**config.mk**
```make
export PLATFORM = sky130hd
export DESIGN_NAME = vga_scan_driver
export DESIGN_NICKNAME = d
export VERILOG_FILES = /design/src/rtl/vga_scan_driver.sv
export SDC_FILE = /design/constraint.sdc
export NUM_CORES = 1
export LEC_CHECK = 0
export CELL_PAD_IN_SITES_DETAIL_PLACEMENT = 0
export CELL_PAD_IN_SITES_GLOBAL_PLACEMENT = 1
export CORE_MARGIN = 4
export CORE_UTILIZATION = 34
export CTS_BUF_LIST = sky130_fd_sc_hd__clkbuf_16
export CTS_CLUSTER_DIAMETER = 150
export CTS_CLUSTER_SIZE = 8
export DETAILED_ROUTE_END_ITERATION = 8
export GPL_TIMING_DRIVEN = 0
export PLACE_DENSITY_LB_ADDON = 0.1
export SKIP_LAST_GASP = 1
export SLEW_MARGIN = 20
export SYNTH_ARGS = -nofsm -noshare
export SYNTH_HDL_FRONTEND = slang
export SYNTH_SLANG_ARGS = --single-unit
```
**constraint.sdc**
```tcl
create_clock -name clk -period 3.6 [get_ports clk]
set_input_delay 0.36 -clock clk [delete_from_list [all_inputs] [get_ports clk]]
set_output_delay 0.36 -clock clk [all_outputs]
set_load 0.01 [all_outputs]
```
**src/rtl/vga_scan_driver.sv**
```systemverilog
// VGA raster timing generator with registered colour/sync output stage.
// Pixel coordinates lead the physical outputs by one pixel period.
module vga_scan_driver #(
  parameter int unsigned CLK_DIV  = 4,
  parameter int unsigned H_ACTIVE = 640,
  parameter int unsigned H_FP     = 16,
  parameter int unsigned H_SYNC   = 96,
  parameter int unsigned H_BP     = 48,
  parameter int unsigned V_ACTIVE = 480,
  parameter int unsigned V_FP     = 10,
  parameter int unsigned V_SYNC   = 2,
  parameter int unsigned V_BP     = 33,
  parameter bit          SYNC_POL = 1'b0
) (
  input  logic               clk,
  input  logic               reset,
  input  logic [11:0]        color,
  output logic signed [31:0] pix_x,
  output logic signed [31:0] pix_y,
  output logic [3:0]         vga_r,
  output logic [3:0]         vga_g,
  output logic [3:0]         vga_b,
  output logic               hsync,
  output logic               vsync,
  output logic               de,
  output logic               frame_start
);

  localparam int unsigned H_TOTAL = H_ACTIVE + H_FP + H_SYNC + H_BP;
  localparam int unsigned V_TOTAL = V_ACTIVE + V_FP + V_SYNC + V_BP;
  localparam int unsigned T_MAX   =
    (H_TOTAL > V_TOTAL) ? H_TOTAL : V_TOTAL;
  localparam int unsigned CW_RAW  = $clog2(T_MAX);
  localparam int unsigned CW      = (CW_RAW < 10) ? 10 : CW_RAW;
  localparam int unsigned DW      = $clog2(CLK_DIV);

  localparam logic [DW-1:0] DIV_LAST = DW'(CLK_DIV - 1);
  localparam logic [CW-1:0] H_LAST   = CW'(H_TOTAL - 1);
  localparam logic [CW-1:0] V_LAST   = CW'(V_TOTAL - 1);
  localparam logic [CW-1:0] H_ACT    = CW'(H_ACTIVE);
  localparam logic [CW-1:0] V_ACT    = CW'(V_ACTIVE);
  localparam logic [CW-1:0] HS_BEG   = CW'(H_ACTIVE + H_FP);
  localparam logic [CW-1:0] HS_END   = CW'(H_ACTIVE + H_FP + H_SYNC);
  localparam logic [CW-1:0] VS_BEG   = CW'(V_ACTIVE + V_FP);
  localparam logic [CW-1:0] VS_END   = CW'(V_ACTIVE + V_FP + V_SYNC);

  logic [DW-1:0] div_cnt;
  logic [CW-1:0] h_cnt;
  logic [CW-1:0] v_cnt;
  logic          tick;
  logic          h_wrap;
  logic          v_wrap;
  logic          act;
  logic          hs_on;
  logic          vs_on;

  assign tick   = (div_cnt == DIV_LAST);
  assign h_wrap = (h_cnt == H_LAST);
  assign v_wrap = (v_cnt == V_LAST);
  assign act    = (h_cnt < H_ACT) && (v_cnt < V_ACT);
  assign hs_on  = (h_cnt >= HS_BEG) && (h_cnt < HS_END);
  assign vs_on  = (v_cnt >= VS_BEG) && (v_cnt < VS_END);

  assign pix_x = {{(32-CW){1'b0}}, h_cnt};
  assign pix_y = {{(32-CW){1'b0}}, v_cnt};

  // Output stage samples the pre-increment counters on the tick,
  // so every physical output trails its coordinate by one pixel.
  always_ff @(posedge clk or negedge reset) begin
    if (!reset) begin
      div_cnt     <= '0;
      h_cnt       <= '0;
      v_cnt       <= '0;
      vga_r       <= '0;
      vga_g       <= '0;
      vga_b       <= '0;
      de          <= 1'b0;
      hsync       <= ~SYNC_POL;
      vsync       <= ~SYNC_POL;
      frame_start <= 1'b0;
    end else begin
      frame_start <= 1'b0;
      div_cnt     <= tick ? '0 : div_cnt + 1'b1;
      if (tick) begin
        h_cnt <= h_wrap ? '0 : h_cnt + 1'b1;
        if (h_wrap) begin
          v_cnt <= v_wrap ? '0 : v_cnt + 1'b1;
        end
        de                    <= act;
        {vga_r, vga_g, vga_b} <= act ? color : 12'h000;
        hsync                 <= hs_on ? SYNC_POL : ~SYNC_POL;
        vsync                 <= vs_on ? SYNC_POL : ~SYNC_POL;
        frame_start           <= h_wrap && v_wrap;
      end
    end
  end

endmodule

```
==> metrics.md, run 1 <==
| Metric | Value |
|---|---|
| Register cell area after layout | 953 µm² |
| R2R Path End | v_cnt[8]$_DFFE_PN0P_ |
| CTS Buf Count | 5 |
| Combinational Power Share | 0.112 |
| Met3 Usage GRT | 0.0464 |
| DR vias/cell | between 4 and 5 |
| Finished Layout Cells | 372 |
| I/O pin count | 94 |
| Antenna viol nets, final | 0 |
| Worst Reg-to-Reg Cells | 5 |
| Mapped Avg Cell Area | 10.9 µm² |
| CP cell instances | clkdlybuf4s50_1 |
| Clk buf depth | 2 |
| Slew Limit Fails | 0 |
| Reg power frac | 0.460 |
| CP Data Arrival Time | 1.39 ns |
| Critical Path Sink | pix_x[2] |
| Final Skew | 0.00447 ns |
| Post-CTS setup buffers | 0 |
| DR WL/cell | 12.2 µm |
| Switching power | 207 µW |
| Tmin final | 1.75 ns |
| Most used DFF post-synth | dfrtp_1 |
| Synth area leaders | dfrtp_1 42%, buf_4 16%, a22o_1 4.9% |
| CTS tree | built |
| Most used routing layer | met2 |
| R2r startpoint | h_cnt[1]$_DFFE_PN0P_ |
| Sequential fraction of the synthesis area | 0.448 |
| Drt pass-1 iters | 4 |
| Worst vdd ir | 0.000248 V |
| Post-route cell area | 0.00303 mm² |
| Standard-cell row count | 28 |
| Fin Setup TNS | 0 ns |
| # clock sinks | 38 |
| Hold Crit Class | flop to flop |
| Pwr dens | 314 mW/mm² |
| Post-synth top area cell | dfrtp_1 |
| Diode count | 0 |
| CP required | 3.24 ns |
| CORE AREA | approximately 0.006 mm² |
| Fin util | 0.506 |
| Total congestion overflow | 0 |
| Vias in the first global route | ~1,500 |
| Multi-input logic area | slightly above 900 µm² |
| Post-Syn Instances | 195 |
| Filler cells | 563 |
| Leakage | between 0.001 and 0.0015 µW |
| Pin count of the biggest net entering global routing | 27 |
| Fin. Hold Viols | 0 |
| First-pass GRT wire length | around 7400 µm |
| Post-synth EDFFs | 0 |
| Met1 Usage GRT | 0.163 |
| DRC | 0 |
| Chip width | 87.1 µm |
| Reg-to-reg setup timing slack | 1.90 ns |
| Crit path max-delay family | buffers and inverters |
| Port bufs | 49 |
| Clock share of power | 0.428 |
| Worst Setup SP | h_cnt[2]$_DFFE_PN0P_ |
| Final setup fails | 0 |
| CP Depth | 1 |
| Post-Syn Area | 0.00213 mm² |
| Drt first-iter violations | ~100 |
| Initial antenna violation count | 0 |
| Via count | between 1,500 and 2,000 |
| CP bufs+invs | 1 |
| Status | complete, no violations |
| Seq cells post-synth | 38 |
| Layout cells sized above 1 | 0.226 |
| DP HPWL | about 3400 µm |
| Die area | ~0.0076 mm² |
| Final net count | 315 |
| Hold WS | about 0.43 ns |
| Max incr delay on CP | 0.60 ns |
| Switching Fraction | 0.217 |
| Ys async rst share | 1.00 |
| Number of cells upsized or downsized after cts | 0 |
| Root buffer cell | clkbuf_16 |
| CP Max Fanout | 8 |
| Warnings from Yosys | 0 |
| GPL Wtd Cong | around 0.72 |
| Synth top area share | 0.424 |
| Max Freq | roughly 570 MHz |
| CP startpoint kind | flop |
| Area Overhead vs Synth | 42.7% |
| H-Tree Level Count | 2 |
| Hold buffer count at CTS | 1 |
| Most common cell in the netlist | buf_4 |
| Placed cell count | 363 |
| CP max stage cell | clkdlybuf4s50_1 |
| Cell Int Power | between 700 and 800 µW |
| Post-Route WL | 4520 µm |
| Starting Density | 0.355 |
| CP Capture Type | output port |
| Die outline height | 87.1 µm |
| Max-Cap Viols | 0 |
| Final period util | 0.486 |
| Clock Latency Late Sink | around 0.27 ns |
| Area after DPL | 0.00289 mm² |
| GRT Util Overall | 0.124 |
| M2 GR Usage | 0.188 |
| Synth top cells by count | 45 x buf_4, 36 x dfrtp_1, 12 x a22o_1 |
| RSZ-0062 raised after global routing | false |
| Type of the worst setup path | flop to output port |
| Clock transition time at the flip-flop clock pins of the worst setup and hold paths | 0.06 ns |
| Synth cell types | 42 |
## layout make-up
cell class                      count  share of cell area
Inverter                            6             0.00742
Timing Repair Buffer               51               0.170
Tap cell                           75              0.0309
Buffer                             48               0.125
Sequential cell                    38               0.314
Clock buffer                        5              0.0412
Multi-Input combinational cell    146               0.307
Clock inverter                      3             0.00412
## logic make-up after synthesis
kind of cell | count (synthesis) | synth area share
and+or+nand+nor | 57 | 0.182
buffers and inverters | 54 | 0.189
DFF | 38 | 0.448
AOI/OAI and AO/OA | 25 | 0.0865
xor gates and xnor gates | 13 | 0.0536
adders and majority gates | 5 | 0.0294
muxes | 2 | 0.00942
other | 1 | 0.00176
## power by group through the flow
stage	clock [µW]	combinational (µW)	sequential [µW]
global placement	0	103	446
detailed placement	0	106	445
floorplan	0	62.0	449
finish	408	107	439
global route	443	118	439
CTS	422	106	438
## state kept, by name (all words and copies together), names as in the netlist
register,flops
de,1
h_cnt,10
div_cnt,2
vga_g,4
hsync,1
vsync,1
frame_start,1
vga_r,4
vga_b,4
v_cnt,10
## metal layers
layer | vias up | part of all wire
li1 | 797 | -
met1 | 709 | 0.46
met2 | 59 | 0.44
met3 | 2 | 0.095
met4 | 0 | 0.0033
met5 | - | 0
## metrics by stage
| stage | power (µW) | setup WS [ns] |
|---|---|---|
| after global placement | 549 | 1.20 |
| after global routing | 1000 | 1.73 |
| after detailed placement | 551 | 1.89 |
| after CTS | 967 | 1.83 |
| after floorplan | 511 | 2.07 |
| final | 954 | 1.85 |
## worst min-delay path by stage
| stage | start | to | slack (ns) | cells past startpoint |
|---|---|---|---|---|
| 3_5_place_dp | reset | h_cnt[6]$_DFFE_PN0P_ | 0.27 | 1 |
| 2_1_floorplan | reset | de$_DFFE_PN0P_ | 0.06 | 0 |
| 5_1_grt | div_cnt[0]$_DFF_PN0_ | div_cnt[0]$_DFF_PN0_ | 0.46 | 1 |
| 3_3_place_gp | div_cnt[0]$_DFF_PN0_ | div_cnt[0]$_DFF_PN0_ | 0.41 | 1 |
| 4_1_cts | div_cnt[0]$_DFF_PN0_ | div_cnt[0]$_DFF_PN0_ | 0.43 | 1 |
| 6_report | div_cnt[0]$_DFF_PN0_ | div_cnt[0]$_DFF_PN0_ | 0.43 | 1 |
## cell usage in the layout (no fill, tap or decap), types with 3 or more instances in the layout
cell / netlist / routed
clkdlybuf4s50_1: 0 / 48
xor2_1: 4 / 4
a22o_1: 12 / 12
dfrtp_1: 36 / 36
nand4_1: 5 / 5
and3_1: 4 / 4
nor4_1: 3 / 3
nand2_1: 8 / 8
inv_1: 6 / 7
ha_1: 5 / 5
buf_4: 45 / 45
clkbuf_16: 0 / 5
nand3_1: 8 / 8
conb_1: 1 / 44
nor2_1: 11 / 11
o21ai_0: 6 / 6
xnor2_1: 9 / 9
No activity file was read; power rests on OpenSTA's default activity.
==> run 2: changes to the inputs <==
--- a/config.mk
+++ b/config.mk
@@ -8,7 +8,7 @@
 export CELL_PAD_IN_SITES_DETAIL_PLACEMENT = 0
 export CELL_PAD_IN_SITES_GLOBAL_PLACEMENT = 1
 export CORE_MARGIN = 4
-export CORE_UTILIZATION = 34
+export CORE_UTILIZATION = 31
 export CTS_BUF_LIST = sky130_fd_sc_hd__clkbuf_16
 export CTS_CLUSTER_DIAMETER = 150
 export CTS_CLUSTER_SIZE = 8
==> constraint.sdc (replaced) <==
create_clock -name clk -period 1.7 [get_ports clk]
set_input_delay 0.17 -clock clk [delete_from_list [all_inputs] [get_ports clk]]
set_output_delay 0.17 -clock clk [all_outputs]
set_load 0.01 [all_outputs]
==> metrics.md, run 2 (synthesis gave the netlist of run 1 again) <==
| Metric | Value |
|---|---|
| Vias in the first global route | 1,617 (+5.1%) |
| CP Max Fanout | 10 (+2) |
| Max Freq | around 640 MHz |
| Multi-input logic area | 956 µm² (+2.6%) |
| Post-route cell area | 0.00307 mm² (+1.3%) |
| Pin count of the biggest net entering global routing | 27 (unchanged) |
| CTS Buf Count | 5 (unchanged) |
| Crit path max-delay family | simple AND/OR/NAND/NOR gates |
| Fin. Hold Viols | 0 (unchanged) |
| Leakage | 0.00146 µW (+0.77%) |
| Tmin final | 1.57 ns |
| Register cell area after layout | 953 µm² (unchanged) |
| Placed cell count | 365 (+0.55%) |
| CORE AREA | 0.00649 mm² (+8.4%) |
| DRC | 0 (unchanged) |
| Slew Limit Fails | 0 (unchanged) |
| Reg power frac | 0.459 (about the same) |
| Total congestion overflow | 0 (unchanged) |
| Finished Layout Cells | 376 (+1.1%) |
| Area Overhead vs Synth | 44.6% |
| Final Power | 2020 µW (+110%) |
| R2r startpoint | v_cnt[5]$_DFFE_PN0P_ |
| CTS tree | built |
| Antenna viol nets, final | 0 (unchanged) |
| Commonest non-fill, non-tap cell in the layout | clkdlybuf4s50_1 |
| CP Capture Type | flop |
| Cell Int Power | 1580 µW (+110%) |
| CP max stage cell | dfrtp_1 |
| Diode count | 0 (unchanged) |
| I/O pin count | 94 (unchanged) |
| Setup ws final | 0.126 ns (-1.73 ns) |
| Clock Latency Late Sink | 0.28 ns (about the same) |
| GRT Util Overall | 0.121 (-0.00249) |
| Setup slack after placement | -0.0517 ns (-1.94 ns) |
| Drt pass-1 iters | 6 (+2) |
| Starting Density | 0.327 (-0.0275) |
| Standard-cell row count | 29 (+3.6%) |
| Final period util | 0.926 |
| Final setup fails | 0 (unchanged) |
| Post-Route WL | 4650 µm (+2.9%) |
| Port bufs | 49 (unchanged) |
| CP Data Arrival Time | 1.79 ns (+0.40 ns) |
| CP required | 1.92 ns (-1.32 ns) |
| Filler cells | 633 (+12%) |
| Max-Cap Viols | 0 (unchanged) |
| Drt first-iter violations | 77 (-25%) |
| Clock transition time at the flip-flop clock pins of the worst setup and hold paths | 0.06 ns (about the same) |
| Via count | 1,584 (+1.1%) |
| Switching power | 445 µW (+110%) |
| Pwr dens | 658 mW/mm² (+110%) |
| # clock sinks | 38 (unchanged) |
| Most frequent cells in the layout | 48 x clkdlybuf4s50_1, 47 x buf_4, 44 x conb_1 |
| Max incr delay on CP | 0.46 ns (-0.14 ns) |
| DR vias/cell | 4.21 (about the same) |
| Type of the worst setup path | flop to flop |
| Combinational Power Share | 0.112 (about the same) |
| DR WL/cell | 12.4 µm (+1.8%) |
| Clock share of power | 0.429 (about the same) |
| Status | complete, no violations |
| Switching Fraction | 0.220 (+0.00239) |
| H-Tree Level Count | 2 (unchanged) |
| Final net count | 317 (+0.63%) |
| Hold Crit Class | primary input to asynchronous set/reset pin |
| CP bufs+invs | 1 (unchanged) |
| Worst vdd ir | 0.000333 V (+34%) |
| CP cell instances | and4_1 -> nor4b_4 -> buf_2 -> a22o_1 |
| Initial antenna violation count | 0 (unchanged) |
| Area after DPL | 0.00289 mm² (about the same) |
| Final Skew | 0.00591 ns (+0.00144 ns) |
| First-pass GRT wire length | 8140 µm (+9.9%) |
| Top Registers | h_cnt: 10 flops, v_cnt: 10 flops |
| RSZ-0062 raised after global routing | true |
| Die area | 0.00825 mm² (+8.8%) |
| DP HPWL | 3550 µm (+3.6%) |
| Clk buf depth | 2 (unchanged) |
| Die outline height | 90.8 µm (+4.3%) |
| CP startpoint kind | flop |
| Worst Setup SP | v_cnt[5]$_DFFE_PN0P_ |
| Root buffer cell | clkbuf_16 |
| Chip width | 90.8 µm (+4.3%) |
| Layout cells sized above 1 | 0.244 (+0.0186) |
| GPL Wtd Cong | 0.736 (+2.3%) |
run 2: cell count changes in the layout (fill, tap and decap cells not counted), sizes merged:
cell | before | now
inv | 7 | 8
buf | 48 | 50
clkinv | 2 | 1
run 2: worst paths after layout:
kind	endpoint	slack [ns]	cells past startpoint
worst max-delay path	vga_g[1]$_DFFE_PN0P_	0.13	4
worst min-delay path	h_cnt[8]$_DFFE_PN0P_	0.32	2
worst max register to register	vga_g[1]$_DFFE_PN0P_	0.13	4
worst min register to register	div_cnt[0]$_DFF_PN0_	0.43	1
max in group asynchronous	vsync$_DFFE_PN1P_	0.86	3
min in group clk	div_cnt[0]$_DFF_PN0_	0.43	1
run 2: layout make-up:
class,count,share of cell area
multi-input cells,146,0.311
plain buffers,48,0.123
well taps,77,0.0313
clock inverters,3,0.00366
flip-flops and latches,38,0.310
inverters,6,0.00733
repair buffers,53,0.173
clock buffers,5,0.0407
run 2: layer usage:
metal | vias up | routed length (µm) | GRT usage
met5 | - | 0 | 0
met4 | 0 | 47 | 0.0302
met3 | 6 | 498 | 0.0625
met2 | 60 | 2030 | 0.180
met1 | 713 | 2080 | 0.156
li1 | 805 | - | -
run 2: power groups by stage:
stage                     clock network, µW  logic (µW)  registers [µW]
after floorplan                           0         131             950
after global placement                    0         218             944
after detailed placement                  0         224             943
after CTS                               891         225             929
after global routing                    943         252             930
final                                   868         227             929
run 2: metrics by stage:
| step | setup TNS [ns] | util | hold WS [ns] |
|---|---|---|---|
| 5_1_grt | -0.0150 | 0.473 | 0.364 |
| 3_5_place_dp | -0.0969 | 0.445 | 0.0923 |
| 4_1_cts | 0 | 0.467 | 0.328 |
| 3_3_place_gp | -18.04 | 0.442 | 0.414 |
| 6_report | 0 | 0.473 | 0.320 |
| 2_1_floorplan | 0 | - | -0.126 |
run 2: repair_timing:
action / in CTS / in global routing
setup endpoints to repair: 2 / 18
hold buffers: 1 / 0
setup buffers: 0 / 2
pin swaps: 1 / 2
gates cloned: 0 / 0
resized for setup: 0 / 6
endpoints found under the hold margin: 11 / 0
